## src/rtl/mips_irq_arb_pkg.sv

```systemverilog
// rtl/mips_irq_arb_pkg.sv - shared source indices and FSM state encoding for the interrupt arbiter
package mips_irq_arb_pkg;

    localparam int IRQ_SRC_TMR  = 0;
    localparam int IRQ_SRC_KEY1 = 1;
    localparam int IRQ_SRC_KEY2 = 2;

    typedef enum logic [1:0] {
        IRQ_IDLE    = 2'd0,
        IRQ_REQ     = 2'd1,
        IRQ_SERVICE = 2'd2
    } irq_state_e;

endpackage

```

## src/rtl/irq_sync_edge.sv

```systemverilog
// rtl/irq_sync_edge.sv - optional synchronizer chain plus rising-edge detector for one source
module irq_sync_edge #(
    parameter int STAGES = 2
) (
    input  logic clk,
    input  logic rst,
    input  logic d_i,
    output logic rise_o
);

    logic synced;
    logic hist_q;

    // STAGES == 0 is used for the timer, which is already synchronous to clk
    generate
        if (STAGES == 0) begin : g_bypass
            assign synced = d_i;
        end else begin : g_sync
            logic [STAGES-1:0] sync_q;

            // shift the raw level through the metastability chain
            always_ff @(posedge clk or posedge rst) begin
                if (rst) begin
                    sync_q <= '0;
                end else begin
                    sync_q[0] <= d_i;
                    for (int k = 1; k < STAGES; k++) begin
                        sync_q[k] <= sync_q[k-1];
                    end
                end
            end

            assign synced = sync_q[STAGES-1];
        end
    endgenerate

    // one-flop history of the synchronized level for edge detection
    always_ff @(posedge clk or posedge rst) begin
        if (rst) begin
            hist_q <= 1'b0;
        end else begin
            hist_q <= synced;
        end
    end

    assign rise_o = synced & ~hist_q;

endmodule

```

## src/rtl/mips_irq_arb.sv

```systemverilog
// rtl/mips_irq_arb.sv - interrupt pending/enable/priority arbiter with req/ack/eoi sequencer
module mips_irq_arb
    import mips_irq_arb_pkg::*;
#(
    parameter int NSRC        = 3,
    parameter int SYNC_STAGES = 2,
    parameter int AW          = 32
) (
    input  logic            clk,
    input  logic            rst,
    input  logic [NSRC-1:0] src_i,
    input  logic [NSRC-1:0] en_i,
    input  logic [NSRC-1:0] clr_i,
    input  logic [NSRC-1:0] vec_we_i,
    input  logic [AW-1:0]   vec_din_i,
    input  logic            irq_ack_i,
    input  logic            eoi_i,
    output logic            irq_req_o,
    output logic [AW-1:0]   irq_addr_o,
    output logic [1:0]      irq_id_o,
    output logic [NSRC-1:0] pend_o,
    output logic            busy_o
);

    logic [NSRC-1:0] rise;
    logic [NSRC-1:0] pend_q, pend_d;
    logic [AW-1:0]   vec_q [NSRC];
    irq_state_e      state_q, state_d;
    logic [1:0]      id_q, id_d;
    logic [AW-1:0]   addr_q, addr_d;
    logic            gnt_valid;
    logic [1:0]      gnt_idx;
    logic [AW-1:0]   gnt_vec;
    logic            ack_take;
    logic [NSRC-1:0] ack_mask;

    generate
        for (genvar i = 0; i < NSRC; i++) begin : g_src
            irq_sync_edge #(
                .STAGES((i == 0) ? 0 : SYNC_STAGES)
            ) u_sync_edge (
                .clk    (clk),
                .rst    (rst),
                .d_i    (src_i[i]),
                .rise_o (rise[i])
            );
        end
    endgenerate

    // lowest enabled pending index wins; its vector is picked here to avoid an out-of-range array index
    always_comb begin
        gnt_valid = 1'b0;
        gnt_idx   = 2'd0;
        gnt_vec   = '0;
        for (int i = NSRC - 1; i >= 0; i--) begin
            if (pend_q[i] && en_i[i]) begin
                gnt_valid = 1'b1;
                gnt_idx   = 2'(i);
                gnt_vec   = vec_q[i];
            end
        end
    end

    // pending: software clear and ack clear, but a same-cycle edge always re-sets the bit
    always_comb begin
        ack_take = (state_q == IRQ_REQ) && irq_ack_i;
        ack_mask = ack_take ? (NSRC'(1) << id_q) : '0;
        pend_d   = (pend_q & ~clr_i & ~ack_mask) | rise;
    end

    // pending register
    always_ff @(posedge clk or posedge rst) begin
        if (rst) begin
            pend_q <= '0;
        end else begin
            pend_q <= pend_d;
        end
    end

    // handler vector registers, writable in any state
    always_ff @(posedge clk or posedge rst) begin
        if (rst) begin
            for (int i = 0; i < NSRC; i++) begin
                vec_q[i] <= '0;
            end
        end else begin
            for (int i = 0; i < NSRC; i++) begin
                if (vec_we_i[i]) begin
                    vec_q[i] <= vec_din_i;
                end
            end
        end
    end

    // FSM state plus the grant id/address latched at grant time
    always_ff @(posedge clk or posedge rst) begin
        if (rst) begin
            state_q <= IRQ_IDLE;
            id_q    <= 2'd0;
            addr_q  <= '0;
        end else begin
            state_q <= state_d;
            id_q    <= id_d;
            addr_q  <= addr_d;
        end
    end

    // next-state: grant from IDLE, ack beats enable withdrawal in REQ, eoi leaves SERVICE
    always_comb begin
        state_d = state_q;
        id_d    = id_q;
        addr_d  = addr_q;
        case (state_q)
            IRQ_IDLE: begin
                if (gnt_valid) begin
                    state_d = IRQ_REQ;
                    id_d    = gnt_idx;
                    addr_d  = gnt_vec;
                end
            end
            IRQ_REQ: begin
                if (irq_ack_i) begin
                    state_d = IRQ_SERVICE;
                end else if (!en_i[id_q]) begin
                    state_d = IRQ_IDLE;
                end
            end
            IRQ_SERVICE: begin
                if (eoi_i) begin
                    state_d = IRQ_IDLE;
                end
            end
            default: state_d = IRQ_IDLE;
        endcase
    end

    // outputs decoded from registered state only
    always_comb begin
        irq_req_o  = (state_q == IRQ_REQ);
        busy_o     = (state_q != IRQ_IDLE);
        irq_id_o   = id_q;
        irq_addr_o = addr_q;
        pend_o     = pend_q;
    end

endmodule

```

## config.mk

```make
export PLATFORM = sky130hd
export DESIGN_NAME = mips_irq_arb
export DESIGN_NICKNAME = d
export VERILOG_FILES = /design/src/rtl/mips_irq_arb_pkg.sv /design/src/rtl/irq_sync_edge.sv /design/src/rtl/mips_irq_arb.sv
export SDC_FILE = /design/constraint.sdc
export NUM_CORES = 1
export LEC_CHECK = 0
export ABC_CLOCK_PERIOD_IN_PS = 5550
export CORE_MARGIN = 3
export CORE_UTILIZATION = 35
export DETAILED_ROUTE_END_ITERATION = 7
export GPL_TIMING_DRIVEN = 0
export SETUP_SLACK_MARGIN = 0.15
export SYNTH_ARGS = -nofsm -noshare
export SYNTH_HDL_FRONTEND = slang
export SYNTH_SLANG_ARGS = --single-unit
```

## constraint.sdc

```tcl
create_clock -name clk -period 5.55 [get_ports clk]
set_input_delay 1.665 -clock clk [delete_from_list [all_inputs] [get_ports clk]]
set_output_delay 1.665 -clock clk [all_outputs]
set_load 0.02 [all_outputs]
```

Word level (Yosys, flattened, before mapping) --
Cells that the tools add are included.
Storage, ports and cells: register bits 142, bits of input ports 48, word-level logic and storage cells 55
Cells by class: order comparisons 1, equal/unequal tests 5, shifts and indexed selects 1, multiplexer cells 17, bitwise logic cells 11, reductions and logical operators 8
Operator list (count):
- 32-bit two-way mux | 3
- 2-bit two-way mux | 7
- 3-bit AND | 2
- 3-bit inverter | 2
- 2-bit one-hot mux with 3 select lines | 1
- 1-bit logical AND | 4
- 1-bit two-way mux | 4
- 2-bit != test (second input constant) | 2
- 1-bit AND | 3
- 2-bit by 3-bit < comparator with 1-bit output (second input constant) | 1
- 3-bit two-way mux | 1
- 3-bit != test (second input constant) | 1
- 1-bit inverter | 3
- 3-bit bitwise OR | 1
- 3-bit AND reduction | 1
- 1-bit by 2-bit << shifter with 3-bit output (first input constant) | 1
- 1-bit binary-select mux with 2-bit select | 1
- 2-bit by 1-bit equality test with 1-bit output (second input constant) | 1
- 2-bit equality test (second input constant) | 1
- 2-bit zero test | 1
- 2-bit AND reduction | 1
- 2-bit nonzero test | 1

Depth between registers and ports, before layout --
Gate-level depths: netlist (run 1).
depth after elaboration 6, depth in mapped cells 5, mapped depth without buffers 4

By module --
A second synthesis (run 1) with hierarchy kept.
Second synthesis, totals: cells, all modules 485, area total of the unflattened synthesis 6351.1 um2
Modules (own cells, without submodules):
- mips_irq_arb | instances 1, cells each 472, area an instance 6123.4 um2, seq. area each 3378.2 um2
- irq_sync_edge (g_src[1].u_sync_edge ...) | instances 2, cells each 5, area an instance 92.6 um2, seq. area each 75.1 um2
- irq_sync_edge (g_src[0].u_sync_edge) | instances 1, cells each 3, area an instance 42.5 um2, seq. area each 25.0 um2

Worst setup path before layout (run 1) --
OpenSTA, ideal clock, no wires.
path kind input to register, start point in en_i[0], end point reg addr_q[10] (netlist: irq_addr_o[10]), library setup time 126 ps, arrival time 2502 ps, required time 5424 ps, setup slack 2921 ps, stages 5, buffers on the path 2, path through and2_1 -> buf_4 -> buf_6 -> a21o_1 -> o32a_1
On the way: cells in the longest elaborated chain, start to end 3
Ends and longest elaborated chain:
- start, declared | RTL line mips_irq_arb.sv:12 | input logic [NSRC-1:0] en_i,
- 1-bit logical AND * | RTL line mips_irq_arb.sv:56 | if (pend_q[i] && en_i[i]) begin
- 1-bit two-way mux | RTL line mips_irq_arb.sv:56
- 2-bit AND reduction (no source line)
- end signal, assigned | RTL line mips_irq_arb.sv:104 | addr_q <= addr_d;
- end, declared | RTL line mips_irq_arb.sv:30 | logic [AW-1:0] addr_q, addr_d;
Mark *: on every way between the ends. The rest lies on a longest branch, timed or not. A chain may end at the register's enable or synchronous reset.

Worst setup path after layout (run 1) --
start point reg state_q[0], end point out busy_o
On the way: cells in the longest elaborated chain, start to end 1
Ends and longest elaborated chain:
- start, declared | RTL line mips_irq_arb.sv:28 | irq_state_e state_q, state_d;
- start signal, assigned | RTL line mips_irq_arb.sv:102 | state_q <= state_d;
- 2-bit nonzero test | RTL line mips_irq_arb.sv:140 | busy_o = (state_q != IRQ_IDLE);
- end, declared | RTL line mips_irq_arb.sv:22 | output logic busy_o
Every way passes these cells.

==> results of run 1 <==
-- final cells by class --
type	instances	area [µm²]	share of cell area, %
flip-flops and latches	142	3553	45.57
well taps	220	275.3	3.530
clock inverters	12	93.84	1.203
multi-input cells	255	2298	29.48
clock buffers	20	466.7	5.985
repair buffers	86	890.9	11.42
inverters	9	37.54	0.4814
plain buffers	34	181.4	2.327
-- final timing paths --
path | start | to | slack (ns) | cells after the start
hold / removal | g_src[1].u_sync_edge.g_sync.sync_q[0] | g_src[1].u_sync_edge.g_sync.sync_q[1] | 0.35 | 0
setup reg to reg | pend_o[0] | irq_addr_o[7] | 3.90 | 4
setup / recovery | state_q[0] | busy_o | 1.91 | 4
hold reg to reg | g_src[1].u_sync_edge.g_sync.sync_q[0] | g_src[1].u_sync_edge.g_sync.sync_q[1] | 0.35 | 0
min in group asynchronous | rst | vec_q[8] | 1.69 | 2
max in group asynchronous | rst | g_src[1].u_sync_edge.hist_q | 2.96 | 4
-- cell families (layout without fill, tap and decap cells) --
kind of cell           after synthesis  after routing  share of synthesized area, %
AO/OA/AOI/OAI                      108            108                         14.66
multiplexers                        97             97                         17.98
flip-flops                         142            142                         58.57
AND/OR/NAND/NOR                     50             50                         5.238
buffers and inverters               43            161                         3.547
-- metal layers --
layer,up-vias,global-route usage [%],wire (µm)
li1,1847,-,-
met4,0,5.432,202
met2,91,27.58,7569
met3,16,5.771,865
met1,2108,21.92,6593
met5,-,0,0
-- flip-flops by register name, indices dropped and copies added (netlist names) --
register / cells
irq_id_o: 2
vec_q: 96
g_src.u_sync_edge.hist_q: 3
g_src.u_sync_edge.g_sync.sync_q: 4
state_q: 2
irq_addr_o: 32
pend_o: 3
-- report_power, final --
| part | internal [mW] | total, mW | switching [mW] | leakage, nW |
|---|---|---|---|---|
| clock | 0.644 | 1.07 | 0.429 | 0.281 |
| combinational | 0.592 | 1.15 | 0.559 | 1.48 |
| sequential | 1.25 | 1.40 | 0.147 | 1.66 |
-- critical path: cells and delay by family (launching register included) --
| kind | cells | cell delay [ns] |
|---|---|---|
| buf+inv | 3 | 0.99 |
| flops | 1 | 0.47 |
| simple gates | 1 | 0.09 |
-- through the flow --
stage                     worst slack [ns]  power [mW]  area [µm²]
after floorplan                      2.108       2.062        6071
after global placement              0.9202       2.548        7177
after detailed placement             2.093       2.574        7237
after CTS                            1.885       3.664        7797
final                                1.911       3.619        7797
after global routing                 1.805       3.803        7797
-- cell usage after synthesis --
cell type / count / area, µm²
a21o_1: 32 / 240.2
a21oi_1: 1 / 5.000
a21oi_2: 1 / 8.760
a22oi_2: 1 / 12.51
a311oi_1: 1 / 8.760
a31oi_1: 1 / 6.260
a32o_1: 1 / 10.01
and2_1: 2 / 12.51
and2_4: 1 / 8.760
and3_1: 32 / 200.2
buf_2: 19 / 95.09
buf_4: 2 / 15.01
buf_6: 3 / 33.78
clkbuf_1: 10 / 37.54
dfrtp_1: 142 / 3553
inv_1: 8 / 30.03
inv_2: 1 / 3.750
mux2_1: 8 / 90.09
mux2_2: 88 / 991.0
mux2i_1: 1 / 10.01
nand2_1: 3 / 11.26
nand2_2: 1 / 6.260
nand2b_1: 1 / 6.260
nand3b_1: 1 / 7.510
nor2_1: 2 / 7.510
nor2_4: 1 / 11.26
nor2b_1: 1 / 6.260
nor3_1: 1 / 5.000
nor3b_1: 2 / 15.01
o21a_1: 31 / 232.7
o21ai_0: 3 / 15.01
o21ai_1: 1 / 5.000
o311ai_0: 1 / 8.760
o32a_1: 31 / 310.3
o32ai_1: 3 / 26.28
or4b_1: 2 / 20.02
==> metrics.md, run 1 <==
| Metric | Value |
|---|---|
| TNS Setup | `0 ns` |
| Crit path kind | `flop to primary output` |
| Pwr/cell area | `464.1 mW/mm²` |
| Critical Path AT | `1.97 ns` |
| Clk slew on worst S/H paths | `0.06 ns` |
| P_leak | `3.420 nW` |
| Largest stage delay, worst path | `0.64 ns` |
| Status | `completed` |
| Slew HR | `55.10%` |
| Syn nets | `488` |
| CTS sink count | `142` |
| Mapped cell area | `0.006067 mm²` |
| Pin count of the biggest net entering global routing | `44` |
| Initial core utilization | `36.20%` |
| Worst EP required | `3.88 ns` |
| Fmax | `274.8 MHz` |
| Post-DP HPWL | `10020 µm` |
| Total Nets Final | `593` |
| Min Tclk post-route | `3.639 ns` |
| Die Y | `137.7 µm` |
| VDD IR-drop max | `276.2 µV` |
| Number of global-route vias before repair | `4395` |
| DR iter-0 viols | `154` |
| Area Overhead vs Synth | `28.52%` |
| Filler Cell Count | `1521` |
| TritonCTS clock tree | `yes` |
| Worst hold slack | `0.3498 ns` |
| CTS buffer count | `17` |
| Max-slew violation count | `0` |
| Critical path, cell by cell | `nor2_4 > inv_2 > buf_4 > clkdlybuf4s50_1` |
| Post-synthesis sequential area ratio | `58.57%` |
| DRC | `0` |
| Startpoint Class | `flop` |
| ANT nets after route | `0` |
| PortBufs | `83` |
| GRT Util Overall | `17.17%` |
| Crit share post-route | `65.56%` |
| Initial antenna violation count | `0` |
| Final Hold Viols | `0` |
| Utilization after layout | `46.52%` |
| Cell Rows | `47` |
| Synth unique cells | `36` |
| Clk_skew | `0.004920 ns` |
| I/O pins | `87` |
| Layout cell share with drive strength beyond 1 | `27.60%` |
| Avg Inst Size Synth | `13.79 µm²` |
| Post-CTS Hold Buffers | `0` |
| First-pass DRT Iterations | `4` |
| First-pass GRT wire length | `24270 µm` |
| Placed Cells | `746` |
| Syn. warnings | `0` |
| RSZ-0062 raised after global routing | `false` |
| Mapped Cells | `440` |
| Clk_lat worst skew | `0.42 ns` |
| Post CTS Setup Buffer Count | `0` |
| Root Driver | `clkbuf_16` |
| Die W | `137.7 µm` |
| Final setup vio count | `0` |
| Worst Tran Pin Value | `0.6721 ns` |
| GR Overflow Total | `0` |
| Critical path's slowest cell | `clkdlybuf4s50_1` |
| Worst Hold Class | `flop to flop` |
| WL/cell | `19.58 µm` |
| Placer congestion estimate | `0.7626` |
| Depth of the CTS H-tree | `4` |
| Final wirelength | `15230 µm` |
| Post-cts sizing count | `0` |
| Finished Layout Cells | `778` |
| Diodes inserted | `0` |
| Routed vias | `4062` |
| Die ar. | `0.01895 mm²` |
| Commonest non-fill, non-tap cell in the layout | `dfrtp_1` |
| Most frequent cells in the layout | `dfrtp_1, mux2_2, clkdlybuf4s50_1` |
| Worst Setup End Kind | `primary output` |
| CP Max Fanout | `10` |
| Vias per inst | `5.221` |
| Synthesis-stage register bit count | `142` |
| Area of the core | `0.01676 mm²` |
| CTS max path bufs | `2` |
| MaxCap Viol Count | `0` |
No activity file was read; power rests on OpenSTA's default activity.
==> inputs of run 2 (changes only) <==
--- a/config.mk
+++ b/config.mk
@@ -5,7 +5,7 @@
 export SDC_FILE = /design/constraint.sdc
 export NUM_CORES = 1
 export LEC_CHECK = 0
-export ABC_CLOCK_PERIOD_IN_PS = 5550
+export ABC_CLOCK_PERIOD_IN_PS = 3240
 export CORE_MARGIN = 3
 export CORE_UTILIZATION = 35
 export DETAILED_ROUTE_END_ITERATION = 7
==> constraint.sdc (replaced) <==
create_clock -name clk -period 3.24 [get_ports clk]
set_input_delay 0.972 -clock clk [delete_from_list [all_inputs] [get_ports clk]]
set_output_delay 0.972 -clock clk [all_outputs]
set_load 0.02 [all_outputs]
==> results of run 2 <==
Same layout as run 1 (identical final DEF). Status: completed.
Among the figures that moved: setup slack after placement 2.093 ns -> 0.4762 ns; setup slack after layout 1.911 ns -> 0.2941 ns; register-to-register setup slack 3.90 ns -> 1.59 ns; total power 3.619 mW -> 6.199 mW; worst IR drop on VDD 276.2 µV -> 473.0 µV
==> inputs of run 3 (changes only) <==
--- a/config.mk
+++ b/config.mk
@@ -6,9 +6,10 @@
 export NUM_CORES = 1
 export LEC_CHECK = 0
 export ABC_CLOCK_PERIOD_IN_PS = 3240
-export CORE_MARGIN = 3
+export CORE_MARGIN = 2
 export CORE_UTILIZATION = 35
 export DETAILED_ROUTE_END_ITERATION = 7
+export GPL_ROUTABILITY_DRIVEN = 0
 export GPL_TIMING_DRIVEN = 0
 export SETUP_SLACK_MARGIN = 0.15
 export SYNTH_ARGS = -nofsm -noshare
==> run 3 against run 2 <==
Via count is 0.17% higher. Non-clock buffer count did not move. Register-to-register slack got worse by 0.03 ns. Clock power up 3%. Wire length is 0.90% higher. Setup slack improved by 0.0058 ns. Count of clock-buffer cells in the layout grew 2. Utilization shrank 0.87 points. Die area shrank 2.9%. Critical endpoint unchanged. First-iteration DRC count rose by 26%. Largest power group unchanged. Worst hold slack got worse by 0.0029 ns. Largest cell class unchanged.
==> metrics.md, run 3 (synthesis gave the netlist of run 1 again) <==
| Metric | Value |
|---|---|
| Status | `completed` |
| RSZ-0062 raised after global routing | `false` |
| Min Tclk post-route | `2.940 ns` |
| Crit path kind | `flop to primary output` |
| CP startpoint | `state_q[0]` |
| Routed vias | `4069 (+0.17%)` |
| Final wirelength | `15370 µm (+0.90%)` |
| Die Y | `135.7 µm (-1.5%)` |
| Final Hold Viols | `0 (unchanged)` |
| Clk_skew | `0.004378 ns (-0.0005421 ns)` |
| Layout cell share with drive strength beyond 1 | `27.03% (-0.57 points)` |
| GR Overflow Total | `0 (unchanged)` |
| Critical Path AT | `1.97 ns (about the same)` |
| Root Driver | `clkbuf_16` |
| MaxCap Viol Count | `0 (unchanged)` |
| Area Overhead vs Synth | `28.81%` |
| Die W | `135.7 µm (-1.5%)` |
| Worst R2R Start | `pend_o[1]` |
| Post-CTS Hold Buffers | `0 (unchanged)` |
| Fmax | `340.1 MHz` |
| Final non-filler cell area | `0.007815 mm² (+0.22%)` |
| CTS buffer count | `17 (unchanged)` |
| Depth of the CTS H-tree | `4 (unchanged)` |
| Max reg flops | `96 (unchanged)` |
| Initial core utilization | `35.45% (-0.75 points)` |
| Placed Cells | `751 (+0.67%)` |
| Pin count of the biggest net entering global routing | `45 (+2.3%)` |
| CP Max Fanout | `10 (unchanged)` |
| Most frequent cells in the layout | `dfrtp_1, mux2_2, clkdlybuf4s50_1` |
| Post-DP HPWL | `10260 µm (+2.4%)` |
| Cell Rows | `48 (+2.1%)` |
| CTS sink count | `142 (unchanged)` |
| Top reg by flops | `vec_q` |
| Final setup vio count | `0 (unchanged)` |
| CTS max path bufs | `2 (unchanged)` |
| DR iter-0 viols | `194 (+26%)` |
| Pwr/cell area | `804.2 mW/mm²` |
| Number of global-route vias before repair | `4653 (+5.9%)` |
| Total Nets Final | `593 (unchanged)` |
| Startpoint Class | `flop` |
| Worst Setup End Kind | `primary output` |
| Clk_lat worst skew | `0.42 ns (about the same)` |
| Finished Layout Cells | `780 (+0.26%)` |
| VDD IR-drop max | `427.5 µV` |
| PortBufs | `83 (unchanged)` |
| First-pass DRT Iterations | `4 (unchanged)` |
| Commonest non-fill, non-tap cell in the layout | `dfrtp_1` |
| DRC | `0 (unchanged)` |
| First-pass GRT wire length | `24950 µm (+2.8%)` |
| Vias per inst | `5.217 (about the same)` |
| Worst hold slack | `0.3470 ns (-0.002855 ns)` |
| Slew HR | `48.68% (-6.4 points)` |
| Die ar. | `0.01840 mm² (-2.9%)` |
| Utilization after layout | `45.66% (-0.87 points)` |
| Max-slew violation count | `0 (unchanged)` |
| WL/cell | `19.70 µm (+0.64%)` |
| Post-cts sizing count | `0 (unchanged)` |
| Worst Hold Class | `flop to flop` |
| Placed Area | `0.007243 mm² (about the same)` |
| Filler Cell Count | `1550 (+1.9%)` |
| TritonCTS clock tree | `yes` |
| Hold path startpoint | `g_src[2].u_sync_edge.g_sync.sync_q[0]` |
| Worst EP required | `2.27 ns` |
| Diodes inserted | `0 (unchanged)` |
| Clk slew on worst S/H paths | `0.06 ns (about the same)` |
| Area of the core | `0.01712 mm² (+2.1%)` |
| Crit share post-route | `90.74%` |
| P_leak | `3.423 nW (about the same)` |
| Initial antenna violation count | `0 (unchanged)` |
| ANT nets after route | `0 (unchanged)` |
| I/O pins | `87 (unchanged)` |
| Worst Tran Pin Value | `0.7683 ns (+0.09616 ns)` |
| Post CTS Setup Buffer Count | `0 (unchanged)` |
| GRT Util Overall | `17.86% (+0.69 points)` |
==> run 3: changes by cell type in the layout (fill, tap and decap cells not counted) <==
cell / before / now
clkbuf_8: 3 / 4
clkinvlp_4: 3 / 2
clkbuf_1: 10 / 11
clkinv_4: 1 / 0
bufinv_16: 1 / 2
clkinv_2: 8 / 4
==> run 3: final cells by class <==
cell class,instances,area [µm²],share of cell area (%)
multi-input combinational,255,2298,29.41
clock inverter,7,87.58,1.121
sequential,142,3553,45.47
inverter,9,37.54,0.4803
buffer,34,181.4,2.321
timing repair buffer,86,890.9,11.40
tap,225,281.5,3.602
clock buffer,22,484.2,6.196
==> run 3: stage by stage <==
step	setup slack [ns]	setup TNS, ns	total power [mW]
floorplan	0.4909	0	3.533
global placement	-0.6982	-97.76	4.367
detailed placement	0.4798	0	4.427
CTS	0.2733	0	6.350
global route	0.2082	0	6.590
finish	0.2999	0	6.285
==> run 3: critical path, stage by stage, from the launching register on <==
cell and delay (ns):
dfrtp_1 0.47, nor2_4 0.09, inv_2 0.13, buf_4 0.23, clkdlybuf4s50_1 0.63
==> run 3: report_power, final <==
| part | switching (mW) | internal, mW | leakage (nW) |
|---|---|---|---|
| registers | 0.254 | 2.14 | 1.66 |
| logic | 0.980 | 1.01 | 1.48 |
| clock network | 0.703 | 1.19 | 0.283 |
| total | 1.94 | 4.35 | 3.42 |
==> run 3: routing by layer <==
metal	up-vias	global-route usage [%]	wire, µm
met5	-	0	0
met4	0	6.655	236
met3	18	5.200	834
met2	100	28.62	7292
met1	2117	23.00	7004
li1	1834	-	-
==> run 3: final timing paths <==
path                            slack (ns)  cells after the start                                    end
worst max-delay path                  0.30                      4                                 busy_o
worst min-delay path                  0.35                      0  g_src[2].u_sync_edge.g_sync.sync_q[1]
worst max register to register        1.56                      4                          irq_addr_o[7]
worst min register to register        0.35                      0  g_src[2].u_sync_edge.g_sync.sync_q[1]
max in group asynchronous             1.52                      3                          irq_addr_o[9]
min in group asynchronous             1.04                      2            g_src[2].u_sync_edge.hist_q
